[config.mk]
export PLATFORM = sky130hd
export DESIGN_NAME = vx_warp_ibuffer
export DESIGN_NICKNAME = d
export VERILOG_FILES = /design/src/rtl/vx_warp_ibuffer.sv
export SDC_FILE = /design/constraint.sdc
export NUM_CORES = 1
export LEC_CHECK = 0
export ABC_AREA = 0
export BUFFER_PORTS_ARGS = -buffer_cell sky130_fd_sc_hd__buf_2
export CAP_MARGIN = 20
export CORE_UTILIZATION = 25
export CTS_CLUSTER_SIZE = 40
export DETAILED_ROUTE_END_ITERATION = 10
export PLACE_DENSITY_LB_ADDON = 0.12
export REMOVE_ABC_BUFFERS = 1
export SLEW_MARGIN = 20
export SYNTH_ARGS = -nofsm -noshare
export SYNTH_HDL_FRONTEND = slang
export SYNTH_SLANG_ARGS = --single-unit
export TNS_END_PERCENT = 20
[constraint.sdc]
create_clock -name clk -period 9.7 [get_ports clk]
set_clock_uncertainty 0.2 [all_clocks]
set_input_delay 1.94 -clock clk [delete_from_list [all_inputs] [get_ports clk]]
set_output_delay 1.94 -clock clk [all_outputs]
set_load 0.005 [all_outputs]
[src/rtl/vx_warp_ibuffer.sv]
// rtl/vx_warp_ibuffer.sv - per-warp instruction FIFOs with round-robin issue selection
// Grants lock onto the presented warp while issue stalls so out_wis/out_data stay stable.
module vx_warp_ibuffer #(
  parameter int NUM_WARPS = 4,
  parameter int DEPTH     = 4,
  parameter int DATAW     = 64,
  localparam int WW       = $clog2(NUM_WARPS),
  localparam int CW       = $clog2(DEPTH) + 1
) (
  input  logic                 clk,
  input  logic                 reset,
  input  logic                 in_valid,
  input  logic [WW-1:0]        in_wis,
  input  logic [DATAW-1:0]     in_data,
  output logic                 in_ready,
  output logic                 out_valid,
  output logic [WW-1:0]        out_wis,
  output logic [DATAW-1:0]     out_data,
  input  logic                 out_ready,
  output logic [NUM_WARPS-1:0] full_mask,
  output logic [NUM_WARPS-1:0] empty_mask
);

  localparam int PW = CW - 1;
  localparam logic [CW-1:0] DEPTH_C = CW'(DEPTH);

  logic [DATAW-1:0] mem [NUM_WARPS][DEPTH];
  logic [PW-1:0]    rd_ptr [NUM_WARPS];
  logic [PW-1:0]    wr_ptr [NUM_WARPS];
  logic [CW-1:0]    count  [NUM_WARPS];

  logic [WW-1:0]        rr;
  logic                 locked;
  logic [WW-1:0]        lock_wis;
  logic [WW-1:0]        scan_wis;
  logic [WW-1:0]        scan_idx;
  logic                 scan_found;
  logic [WW-1:0]        grant_wis;
  logic                 enq;
  logic                 deq;
  logic [NUM_WARPS-1:0] enq_vec;
  logic [NUM_WARPS-1:0] deq_vec;

  always_comb begin
    full_mask  = '0;
    empty_mask = '0;
    for (int w = 0; w < NUM_WARPS; w++) begin
      full_mask[w]  = (count[w] == DEPTH_C);
      empty_mask[w] = (count[w] == '0);
    end
  end

  assign in_ready  = !full_mask[in_wis];
  assign out_valid = !(&empty_mask);

  // First non-empty warp at or after rr, wrapping modulo NUM_WARPS.
  always_comb begin
    scan_wis   = rr;
    scan_idx   = rr;
    scan_found = 1'b0;
    for (int i = 0; i < NUM_WARPS; i++) begin
      scan_idx = rr + WW'(i);
      if (!scan_found && !empty_mask[scan_idx]) begin
        scan_wis   = scan_idx;
        scan_found = 1'b1;
      end
    end
  end

  assign grant_wis = locked ? lock_wis : scan_wis;
  assign out_wis   = grant_wis;
  assign out_data  = mem[grant_wis][rd_ptr[grant_wis]];

  assign enq = in_valid && in_ready;
  assign deq = out_valid && out_ready;

  always_comb begin
    enq_vec = '0;
    deq_vec = '0;
    for (int w = 0; w < NUM_WARPS; w++) begin
      enq_vec[w] = enq && (in_wis == WW'(w));
      deq_vec[w] = deq && (grant_wis == WW'(w));
    end
  end

  // Payload storage needs no reset; validity is tracked by the counts.
  always_ff @(posedge clk) begin
    if (!reset && enq) begin
      mem[in_wis][wr_ptr[in_wis]] <= in_data;
    end
  end

  always_ff @(posedge clk) begin
    if (reset) begin
      for (int w = 0; w < NUM_WARPS; w++) begin
        rd_ptr[w] <= '0;
        wr_ptr[w] <= '0;
        count[w]  <= '0;
      end
      rr       <= '0;
      locked   <= 1'b0;
      lock_wis <= '0;
    end else begin
      for (int w = 0; w < NUM_WARPS; w++) begin
        if (enq_vec[w]) wr_ptr[w] <= wr_ptr[w] + 1'b1;
        if (deq_vec[w]) rd_ptr[w] <= rd_ptr[w] + 1'b1;
        if (enq_vec[w] && !deq_vec[w]) count[w] <= count[w] + 1'b1;
        else if (!enq_vec[w] && deq_vec[w]) count[w] <= count[w] - 1'b1;
      end
      if (deq) begin
        rr     <= grant_wis + 1'b1;
        locked <= 1'b0;
      end else if (out_valid) begin
        locked   <= 1'b1;
        lock_wis <= grant_wis;
      end
    end
  end

  always_ff @(posedge clk) begin
    if (!reset) begin
      for (int w = 0; w < NUM_WARPS; w++) begin
        assert (count[w] <= DEPTH_C);
        assert (!(deq_vec[w] && count[w] == '0));
        assert (!(enq_vec[w] && !deq_vec[w] && count[w] == DEPTH_C));
      end
    end
  end

endmodule

# Word level (Yosys, flattened, before mapping)
# Memory sizes are Yosys's and may differ from the RTL's.
# Cells that the tools add are included.
word_totals:
  register_bits: 5
  latch_bits: 0
  ram_bits: 1052
  rom_bits: 0
  input_bits: 70
  elab_cells: 207
  mem_count: 4
classes:
  addsub: 20
  multipliers: 0
  div: 0
  n_lt_le_gt_ge: 8
  eq_ne: 10
  n_shift: 0
  mux: 94
  n_bitwise: 20
  reduce_logical: 48
mem_list:
  columns: ["name", "words", "width", "read_ports", "rd_clocked_by_memory_dff", "write_ports", "line", "rtl"]
  rows:
  - ["mem", 4, 256, 1, 0, 1, "27", "logic [DATAW-1:0] mem [NUM_WARPS][DEPTH];"]
  - ["count", 4, 3, 4, 0, 4, "30", "logic [CW-1:0] count [NUM_WARPS];"]
  - ["rd_ptr", 4, 2, 5, 0, 4, "28", "logic [PW-1:0] rd_ptr [NUM_WARPS];"]
  - ["wr_ptr", 4, 2, 5, 0, 4, "29", "logic [PW-1:0] wr_ptr [NUM_WARPS];"]
op_table:
  columns: ["op", "count"]
  rows:
  - ["256-bit two-way mux", 1]
  - ["64-bit two-way mux", 3]
  - ["64-bit binary-select mux with 2-bit select", 1]
  - ["64-bit demux with 2-bit select", 1]
  - ["1-bit two-way mux", 63]
  - ["2-bit two-way mux", 12]
  - ["3-bit two-way mux", 8]
  - ["1-bit logical AND", 23]
  - ["2-bit by 1-bit adder with 2-bit output, second input constant", 10]
  - ["1-bit zero test", 16]
  - ["1-bit OR", 16]
  - ["2-bit by 3-bit less-than comparator with 1-bit output, second input constant", 5]
  - ["3-bit by 1-bit adder with 3-bit output, second input constant", 4]
  - ["3-bit == test, second input constant", 4]
  - ["3-bit zero test", 4]
  - ["3-bit by 1-bit subtractor with 3-bit output, second input constant", 4]
  - ["1-bit binary-select mux with 2-bit select", 5]
  - ["2-bit == test, second input constant", 4]
  - ["3-bit >= comparator, second input constant", 2]
  - ["2-bit NOT with 3-bit output", 2]
  - ["2-bit adder, second input constant", 2]
  - ["2-bit by 1-bit == test with 1-bit output, second input constant", 2]
  - ["2-bit zero test", 2]
  - ["4-bit AND reduction", 1]
  - ["4 further kinds", 5]

# Longest topological paths before layout
# Gate-level depths: netlist (run 1).
logic_depth:
  word_depth: 22
  ltp_mapped: 15
  ltp_nobuf: 14

# Worst setup path before layout (run 1)
# OpenSTA, ideal clock, no wires.
synth_timing:
  path_kind: "input to register"
  startpoint: "input port in_wis[0]"
  endpoint: "memory mem[1][192] (netlist bit), enable pin"
  setup_ns: 0.644
  t_arrival_ns: 8.954
  t_required_ns: 8.856
  slack_ns: -0.098
  cell_stages: 3
  cell_sequence: "clkbuf_1 mux4_2 nor4_1"
synth_between:
  elab_chain_len: 7
  elab_cells_between_ends: 14
synth_lines:
  columns: ["element", "line", "rtl"]
  rows:
  - ["start: declaration", "13", "input logic [WW-1:0] in_wis,"]
  - ["memory read 4 x 2 bit / 1-bit binary-select mux with 2-bit select (equally long branches)", null, null]
  - ["2-bit NOT with 3-bit output (implied by the code) / 1-bit two-way mux (equally long branches)", "89, 53", null]
  - ["3-bit >= comparator (implied by the code), or another cell as far along", "89", "mem[in_wis][wr_ptr[in_wis]] <= in_data;"]
  - ["1-bit logical AND, on equally long branches", "89, 74", null]
  - ["64-bit two-way mux (implied by the code) / 1-bit logical AND (equally long branches)", "89, 88", null]
  - ["64-bit demux with 2-bit select / 1-bit two-way mux (equally long branches)", "89, 88", null]
  - ["256-bit two-way mux (implied by the code)", "89", null]
  - ["end: declaration", "27", null]
# Parallel ways exist; a longest one is shown, timed or not. The select of a mux whose other input is x is not followed.

==> results list, run 1 <==
* Sequential area share after synthesis: between 70% and 80%
- Worst setup path class: register to primary output
- Number of global-route vias before repair: between 20000 and 25000
- The endpoint identified for the worst register-to-register timing path is mem[1][80].
- Total core area: 163000 sq um
- DPL Wire Length: 61000 microns
* Quantity of I/O buffers inserted on ports: 145
- Maximum achievable frequency: 130 MHz
- Final setup slack of the worst path: ~2.0 ns
- TritonCTS built the clock tree.
- Broken down by cell family, the worst path's largest delay share belongs to buffers and inverters.
- Final number of hold-violating endpoints: 0
* GRT Resource Usage Total: 13.6%
- The worst-case IR drop observed on VDD is 0.000235 V.
* Quantity of gates resized following cts: 0
- For this run, asynchronously set or reset flops after synthesis account for 0%.
* Clk Latency, worst-skew pair: 0.72 ns
- Most frequent cell on the critical path: sky130_fd_sc_hd__buf_4
- Critical-path maximum fanout: 37
* Number of distinct standard cells referenced by the synthesized netlist: between 50 and 60
- DRC violation total after the first TritonRoute iteration: 1332
- On the worst path, the slowest cell contributes a delay of 0.90 ns.
* Worst setup path startpoint: count[1][1]
* TritonRoute pass-1 iters: 7
* Transition time at the pin with the least slew margin: 1.01 ns
- Counting along the longest clock path gives a buffer depth of 3.
- For this configuration, the core starts out at a cell density of 25.3%.
* CTS buffer count: 116
- Clock net sink count: 1057
- In the final layout, the share of cells above drive strength 1 is between 20% and 30%.
- Gate count of the mapped netlist: 2132
- STA puts the critical path data arrival time at 5.58 ns.
* Total buffers and inverters traversed by the critical path: 3
- The run finished with clean final reports.
- Summing the areas of all compound-gate instances in the mapped netlist gives roughly 4.3% of the synthesized area.
* Top-area cell type share of the netlist area: about 76%
- OpenSTA, run right after detailed placement, puts the worst setup slack at 2.55 ns.
- For the worst setup path, the data required time is 7.56 ns.
* Top-Level Pins: ~150
- Post-DP Area: 44900 sq um
- STA classifies the critical path endpoint as a primary output.
* Non-filler instance count after layout: 4612
- Die span in y: 409 microns
- The path class of the tightest hold or removal check is register to register.
* Final cycle utilization of the critical path: around 80%
- The finished cells cover 48600 sq um.
- Final setup viols: 0
* Number of warnings issued by yosys: 0
* R2r setup slk: 5.24 ns
- STA classifies the critical path startpoint as a register.
- Setup repair after global routing left no endpoint under its margin.
* Die boundary width: about 410 microns
- By area, the combinational part of the netlist is dominated by multiplexers.
* Final Util: slightly below 30%
* CTS hold repair buffers: 0
- Post-CTS setup buffer count: 0
- Area contributors post-synth: sky130_fd_sc_hd__edfxtp_1 76%, sky130_fd_sc_hd__mux2_2 5.9%, sky130_fd_sc_hd__mux4_2 3.7%
- Tightest hold margin: 0.330 ns
- Total die area: approximately 170000 sq um
- Final net count: 2416
* RD Place Congestion: 0.714
- The synthesized design contains 1052 enable-type register cells.
- Summing the areas of all and, or, nand and nor instances in the mapped netlist gives 3.19% of the synthesized area.
* Count of vias placed by the detailed router: 20800
* Drt via density: 4.50
* Post-synthesis xor/xnor area fraction: 0.297%
- The critical path ends at out_data[2].
- In this run the most critical hold path is launched from lock_wis[0].
* Number of cell rows: 148
* Portion of netlist area occupied by mux cells: 13.8%
- Synthesized area divided by synthesized cell count: 19.4 sq um
- R2r startpoint: count[0][0]
- Relative to the synthesized area, the layout overhead comes to 17.5%.
* Final ANT Viol Nets: 0
- Crit-path cells: or3_1, o221ai_1, a211oi_1, nor2_4, buf_4, buf_4, mux4_2, nand2_1, nand4_1, buf_2
- Overall power of the completed layout: 13.8 mW
* Max stage delay cell, worst path: sky130_fd_sc_hd__buf_4
- Largest net degree at the start of global routing: 98
- Adder-cell share of the synthesized area: 0.236%
- Cell total after placement: 4396
- In this run the number of H-tree levels came out at 3.
- DR DRC count: 0
- The number of pins with negative max-slew slack in the final report came to 0.
* Top_reg_cell synth: sky130_fd_sc_hd__edfxtp_1
- In this run the tightest slew margin relative to its limit is about 33%.
- Counting buffers and inverters, the worst setup path is 10 cells deep.
- Synth Cell Area: 41300 sq um
* Sum of overflow across all layers after global routing: 0
- The tree is rooted in a sky130_fd_sc_hd__clkbuf_16.
* R2R cell count: 9
- The first global-routing pass estimated 164000 microns of wire.
- By instance count, the leading cell after synthesis is sky130_fd_sc_hd__edfxtp_1.
- The number of antenna violations at the first check in global routing came to 24.
- The commonest cells after synthesis are 1052 x sky130_fd_sc_hd__edfxtp_1, 217 x sky130_fd_sc_hd__mux2_2, 130 x sky130_fd_sc_hd__a22oi_1.
* Static Leakage: 15.2 nW
- The tool flagged a number of max-cap violations equal to 0.
* Cell taking the most area after synthesis: sky130_fd_sc_hd__edfxtp_1
* Final wirelength: 115000 microns
- Summed over all failing endpoints, the final setup total negative slack is 0 ns.
- Post-DR wirelength/cell: between 20 and 25 microns
* Clock transition at the registers of the reported paths: 0.06 ns
- Flops & latches, synth: roughly 1100
- In this run the power density over the cells is 284 nW/um^2.
- Final Critical Period: 7.72 ns
logic make-up (layout without fill, tap and decap cells):
| group | count (synthesis) | after routing |
|---|---|---|
| AND/OR/NAND/NOR | 250 | 250 |
| multiplexers | 452 | 452 |
| adder cells (fa/ha/maj) | 6 | 6 |
| other | 0 | 2 |
| buffers and inverters | 127 | 430 |
| AO/OA/AOI/OAI | 226 | 226 |
| XOR/XNOR | 14 | 14 |
| flip-flops | 1057 | 1057 |
power breakdown:
part / switching (mW) / internal [mW] / total (mW)
Clock: 1.80 / 2.43 / 4.24
Combinational: 2.58 / 1.83 / 4.41
Sequential: 0.0391 / 5.11 / 5.14
worst min-delay path by stage:
stage / slack [ns] / end / cells after the start
after global routing: 0.37 / lock_wis[1] / 2
after detailed placement: 0.31 / lock_wis[0] / 2
after global placement: 0.31 / lock_wis[0] / 2
final: 0.33 / lock_wis[0] / 2
after CTS: 0.32 / lock_wis[0] / 2
after floorplan: 0.28 / lock_wis[0] / 2
cell type report:
type                    count  area (sq um)
fillers                 16000        115000
flip-flops and latches   1057         31700
multi-input cells         948          9170
clock buffers             141          3040
well taps                2175          2720
repair buffers            196          1250
clock inverters            72           608
inverters                  21          78.8
diodes                      2          5.00
worst min-delay path, stage by stage (launching register included):
cell and delay (ns):
sky130_fd_sc_hd__dfxtp_1 0.32, sky130_fd_sc_hd__nor2_1 0.11, sky130_fd_sc_hd__a211oi_1 0.05
placed cells by master, fill, tap and decap left out, types with 7 or more instances in the layout:
cell,synthesis,layout
sky130_fd_sc_hd__edfxtp_1,1052,1052
sky130_fd_sc_hd__mux2_2,217,217
sky130_fd_sc_hd__buf_2,53,145
sky130_fd_sc_hd__a22oi_1,130,130
sky130_fd_sc_hd__mux2i_1,128,128
sky130_fd_sc_hd__clkbuf_16,0,118
sky130_fd_sc_hd__nand2_1,75,74
sky130_fd_sc_hd__mux4_2,67,67
sky130_fd_sc_hd__nand4_1,66,66
sky130_fd_sc_hd__o22a_1,65,65
sky130_fd_sc_hd__buf_4,19,40
sky130_fd_sc_hd__mux2_1,39,39
sky130_fd_sc_hd__clkinv_1,0,33
sky130_fd_sc_hd__nor2_1,37,28
sky130_fd_sc_hd__clkbuf_1,33,23
sky130_fd_sc_hd__clkinv_2,0,20
sky130_fd_sc_hd__inv_1,19,19
sky130_fd_sc_hd__nand2b_1,13,13
sky130_fd_sc_hd__xnor2_1,12,12
sky130_fd_sc_hd__nor2_4,0,10
sky130_fd_sc_hd__nor3_1,14,10
sky130_fd_sc_hd__buf_12,0,10
sky130_fd_sc_hd__o21ai_0,9,9
sky130_fd_sc_hd__bufinv_16,0,8
sky130_fd_sc_hd__nand3_1,8,7
layer usage:
layer / wire (microns) / GRT usage, % / up-vias
met1: 52900 / 18.5 / 11100
met5: 92 / 0 / -
met3: 4730 / 2.53 / 160
met2: 54800 / 22.4 / 407
met4: 2270 / 3.57 / 14
li1: - / - / 9136
sequential cells by signal, indices dropped and copies added, names as in the netlist:
register	cells
count	12
lock_wis	2
locked	1
mem	1024
rd_ptr	8
rr	2
wr_ptr	8
Power figures use the tool's default switching activity.
==> run 2: changes to the inputs <==
Settings changed: ABC_AREA 0 to 1.
Clock period 9.7 ns to 7.17 ns, I/O delays scaled along.
==> results list, run 2 <==
- Sum of overflow across all layers after global routing: 0 (unchanged)
- Terminating pin of the worst hold path: lock_wis[1]
- The worst path arrival time was 4.89 ns (-0.69 ns).
* Die span in y: 435 microns (+6.5%)
- In this run the critical register-to-register path is captured at count[2][2].
* CTS buffer count: 133 (+15%)
- The first-iteration detailed-routing DRC count is 2179 (+64%).
- DPL Wire Length: 76700 microns (+26%)
- CTS hold repair buffers: 0 (unchanged)
- The placement-stage worst setup slack was 1.31 ns (-1.24 ns).
- The worst setup path is captured at a primary output.
- The number of distinct library cell variants in the gate-level netlist after synthesis was 34 (-33%).
- The average via count per standard cell was 4.50 (-0.17%).
- Maximum achievable frequency: 153 MHz
- Clock tree synthesis selected as its root buffer the cell sky130_fd_sc_hd__clkbuf_16.
- Initial core utilization: 25.2% (-0.087 points)
- The startpoint identified for the worst hold timing path is lock_wis[1].
- The number of flops mapped to enable cells by yosys came to 1052 (unchanged).
* Layout cells sized above 1: 8.96% (-19 points)
* Quantity of gates resized following cts: 0 (unchanged)
- By startpoint and endpoint, the worst setup path is classified as register to primary output.
- The total standard cell area after synthesis came to 46900 sq um (+13%).
- R2R cell count: 17 (+8)
- The number of antenna violations at the first check in global routing was 21 (-13%).
- Final Critical Period: 6.53 ns
* Final setup viols: 0 (unchanged)
- Cell with the most instances after synthesis: sky130_fd_sc_hd__nand2_1
* Path type of the worst min-delay path: register to register
* Non-filler instance count after layout: 7281 (+58%)
* Clk Latency, worst-skew pair: 0.79 ns (+0.07 ns)
- Portion of netlist area occupied by mux cells: 0.0427% (-14 points)
* Commonest non-fill, non-tap cells in the layout: 2009 x sky130_fd_sc_hd__nand2_1, 1052 x sky130_fd_sc_hd__edfxtp_1, 860 x sky130_fd_sc_hd__nand3_1, 303 x sky130_fd_sc_hd__inv_1, 145 x sky130_fd_sc_hd__buf_2
- Final wirelength: 159000 microns (+39%)
- The headroom to the max-slew limit is 22.8% (-9.7 points).
- Total die area: 189000 sq um (+13%)
* Clock transition at the registers of the reported paths: 0.06 ns (about the same)
- The number of hold violations in the final report was 0 (unchanged).
- Total core area: 186000 sq um (+14%)
- The pin count of the biggest net entering global routing came to 175 (+79%).
* Critical path required time: 5.54 ns (-2.02 ns)
- The number of H-tree branching levels is 4 (+1).
- Flip-flop count of the largest register after layout: 1024 (unchanged)
* Number of max-slew violations in the final report: 0 (unchanged)
- Most common cell after layout, fill and taps aside: sky130_fd_sc_hd__nand2_1
- Area contributors post-synth: sky130_fd_sc_hd__edfxtp_1 67%, sky130_fd_sc_hd__nand2_1 16%, sky130_fd_sc_hd__nand3_1 9.2%
* Top_reg_cell synth: sky130_fd_sc_hd__edfxtp_1
* Filler instances: 19500 (+21%)
- The last weighted congestion value of the routability-driven placer is 0.714 (about the same).
* Final ANT Viol Nets: 0 (unchanged)
- The number of buffers inserted by post-CTS setup repair is 0 (unchanged).
* Startpoint type of the worst setup path: register
- The boundary pin count came to 146 (unchanged).
- The share of the core filled with cells is 29.3% (-0.47 points).
* Min-Delay Path Depth: 4 (+2)
* Share of the synthesized area in compound gates (AO/OA/AOI/OAI): 0.280% (-4.0 points)
* Static Leakage: 22.3 nW (+47%)
- The instance area after placement was 50300 sq um (+12%).
- Setup repair after global routing left no endpoint under its margin.
* List of most frequent post-synthesis cells: 2014 x sky130_fd_sc_hd__nand2_1, 1052 x sky130_fd_sc_hd__edfxtp_1, 861 x sky130_fd_sc_hd__nand3_1
- Quantity of I/O buffers inserted on ports: 145 (unchanged)
- The detail-routed net length per standard cell is 21.8 microns (-12%).
- TritonRoute pass-1 iters: 5 (-2)
- Final net count: 4783 (+98%)
- The peak ir drop on the vdd network came to 0.000635 V (+170%).
- The part of the Yosys area used for sequential elements was 67.6% (-9.1 points).
- Final cell area excluding filler cells: 54400 sq um (+12%)
- Cell taking the most area after synthesis: sky130_fd_sc_hd__edfxtp_1
* Area growth from synthesis to layout: 16.1%
* Die boundary width: 435 microns (+6.5%)
- R2r startpoint: count[3][0]
* Transition time at the pin with the least slew margin: 1.16 ns (+0.146 ns)
- Dominant combinational cell family by area after synthesis: simple AND/OR/NAND/NOR gates
- The worst path uses roughly nine tenths of the clock period.
* Top-area cell type share of the netlist area: 67.4% (-9.0 points)
- The setup slack of the critical path after layout was 0.642 ns (-1.34 ns).
- The number of warnings printed during yosys synthesis is 0 (unchanged).
* Tightest hold margin: 0.358 ns (+0.0282 ns)
* Flops & latches, synth: 1057 (unchanged)
- The number of buffers on the longest clock path is 3 (unchanged).
- The cell count after synthesis came to 4643 (+120%).
* Number of global-route vias before repair: 32900 (+49%)
* Clock tree from TritonCTS: built
* Synthesized area divided by synthesized cell count: 10.1 sq um (-48%)
* GRT Resource Usage Total: 16.6% (+3.0 points)
- Cell total after placement: 7052 (+60%)
* Adder-cell share of the synthesized area: 0.208% (-0.028 points)
- Power density relative to cell area: 503 nW/um^2 (+77%)
- First-pass GRT wire length: 233000 microns (+42%)
* Max-capacitance violation count: 0 (unchanged)
- Critical-path maximum fanout: 67 (+81%)
* Number of cell rows: 158 (+6.8%)
- The flow ran to the end, and the final reports show no timing, DRC or antenna violations.
- The async set-reset flop share out of synthesis was 0% (unchanged).
* DR DRC count: 0 (unchanged)
- R2r setup slk: 2.61 ns (-2.63 ns)
- The number of sinks driven by the clock tree came to 1057 (unchanged).
* Synthesized-area fraction occupied by and/or/nand/nor cells: 26.0% (+23 points)
- The total number of vias is 32700 (+58%).
- Post-synthesis xor/xnor area fraction: 0.206% (-0.091 points)
## run 2: cell families (layout without fill, tap and decap cells)
logic type,after synthesis,after routing
multiplexers,2,2
buffers and inverters,599,756
flip-flops,1057,1057
AO/OA/AOI/OAI,22,22
AND/OR/NAND/NOR,2946,2946
XOR/XNOR,11,11
other,0,1
adder cells (fa/ha/maj),6,6
## run 2: final cells by class
type	count	area (sq um)	area share, %
clock inverter	56	547	1.01
antenna	1	2.50	0.00460
multi-input combinational	2987	12700	23.4
timing repair buffer	220	1600	2.95
clock buffer	172	3520	6.47
sequential	1057	31700	58.3
inverter	308	1170	2.15
tap	2480	3100	5.71
## run 2: metal layers
metal / track usage [%] / part of all wire, % / vias up
met3: 2.69 / 3.4 / 220
li1: - / - / 15600
met2: 27.5 / 47 / 511
met4: 3.84 / 2.0 / 12
met5: 0 / 0.059 / -
met1: 22.6 / 47 / 16400
## run 2: worst max-delay path, cell delays in order, from the launching register on
cell and delay [ns]:
sky130_fd_sc_hd__edfxtp_1 0.40, sky130_fd_sc_hd__inv_1 0.10, sky130_fd_sc_hd__ha_1 0.17, sky130_fd_sc_hd__inv_1 0.07, sky130_fd_sc_hd__nor2_4 0.14, sky130_fd_sc_hd__nand2_2 0.08, sky130_fd_sc_hd__nand3_1 0.10, sky130_fd_sc_hd__nand2_1 0.08
sky130_fd_sc_hd__nor2_2 0.20, sky130_fd_sc_hd__nand2_2 0.10, sky130_fd_sc_hd__nand2_2 0.09, sky130_fd_sc_hd__nand3_4 0.29, sky130_fd_sc_hd__nand2_8 0.40, sky130_fd_sc_hd__buf_4 0.86, sky130_fd_sc_hd__nand2_1 0.10, sky130_fd_sc_hd__nand2_1 0.10
sky130_fd_sc_hd__nand2_1 0.05, sky130_fd_sc_hd__nand2_1 0.09, sky130_fd_sc_hd__inv_1 0.04, sky130_fd_sc_hd__nand2_1 0.05, sky130_fd_sc_hd__nand3_1 0.08, sky130_fd_sc_hd__nand2_1 0.28, sky130_fd_sc_hd__buf_2 0.18
## run 2: metrics by stage
step	power (mW)	setup TNS, ns
floorplan	14.5	-998.33
global placement	21.6	0
detailed placement	21.5	0
CTS	28.0	0
global route	29.6	0
finish	27.3	0
## run 2: worst max path at each step
stage,to,cells after the start,slack [ns],from
CTS,out_data[47],22,0.40,count[3][0]
finish,out_data[47],22,0.64,count[3][0]
global placement,out_data[47],24,1.31,count[3][0]
global route,out_data[47],24,0.11,count[3][0]
floorplan,out_data[0],10,-11.79,locked
detailed placement,out_data[47],22,1.31,count[3][0]
## run 2: power by group
part           internal (mW)  switching [mW]  total, mW  leakage, nW
combinational           3.87            10.1       14.0         10.8
clock                   3.66            2.74       6.40         1.98
sequential              6.91          0.0512       6.96         9.56
total                   14.4            12.9       27.3         22.3
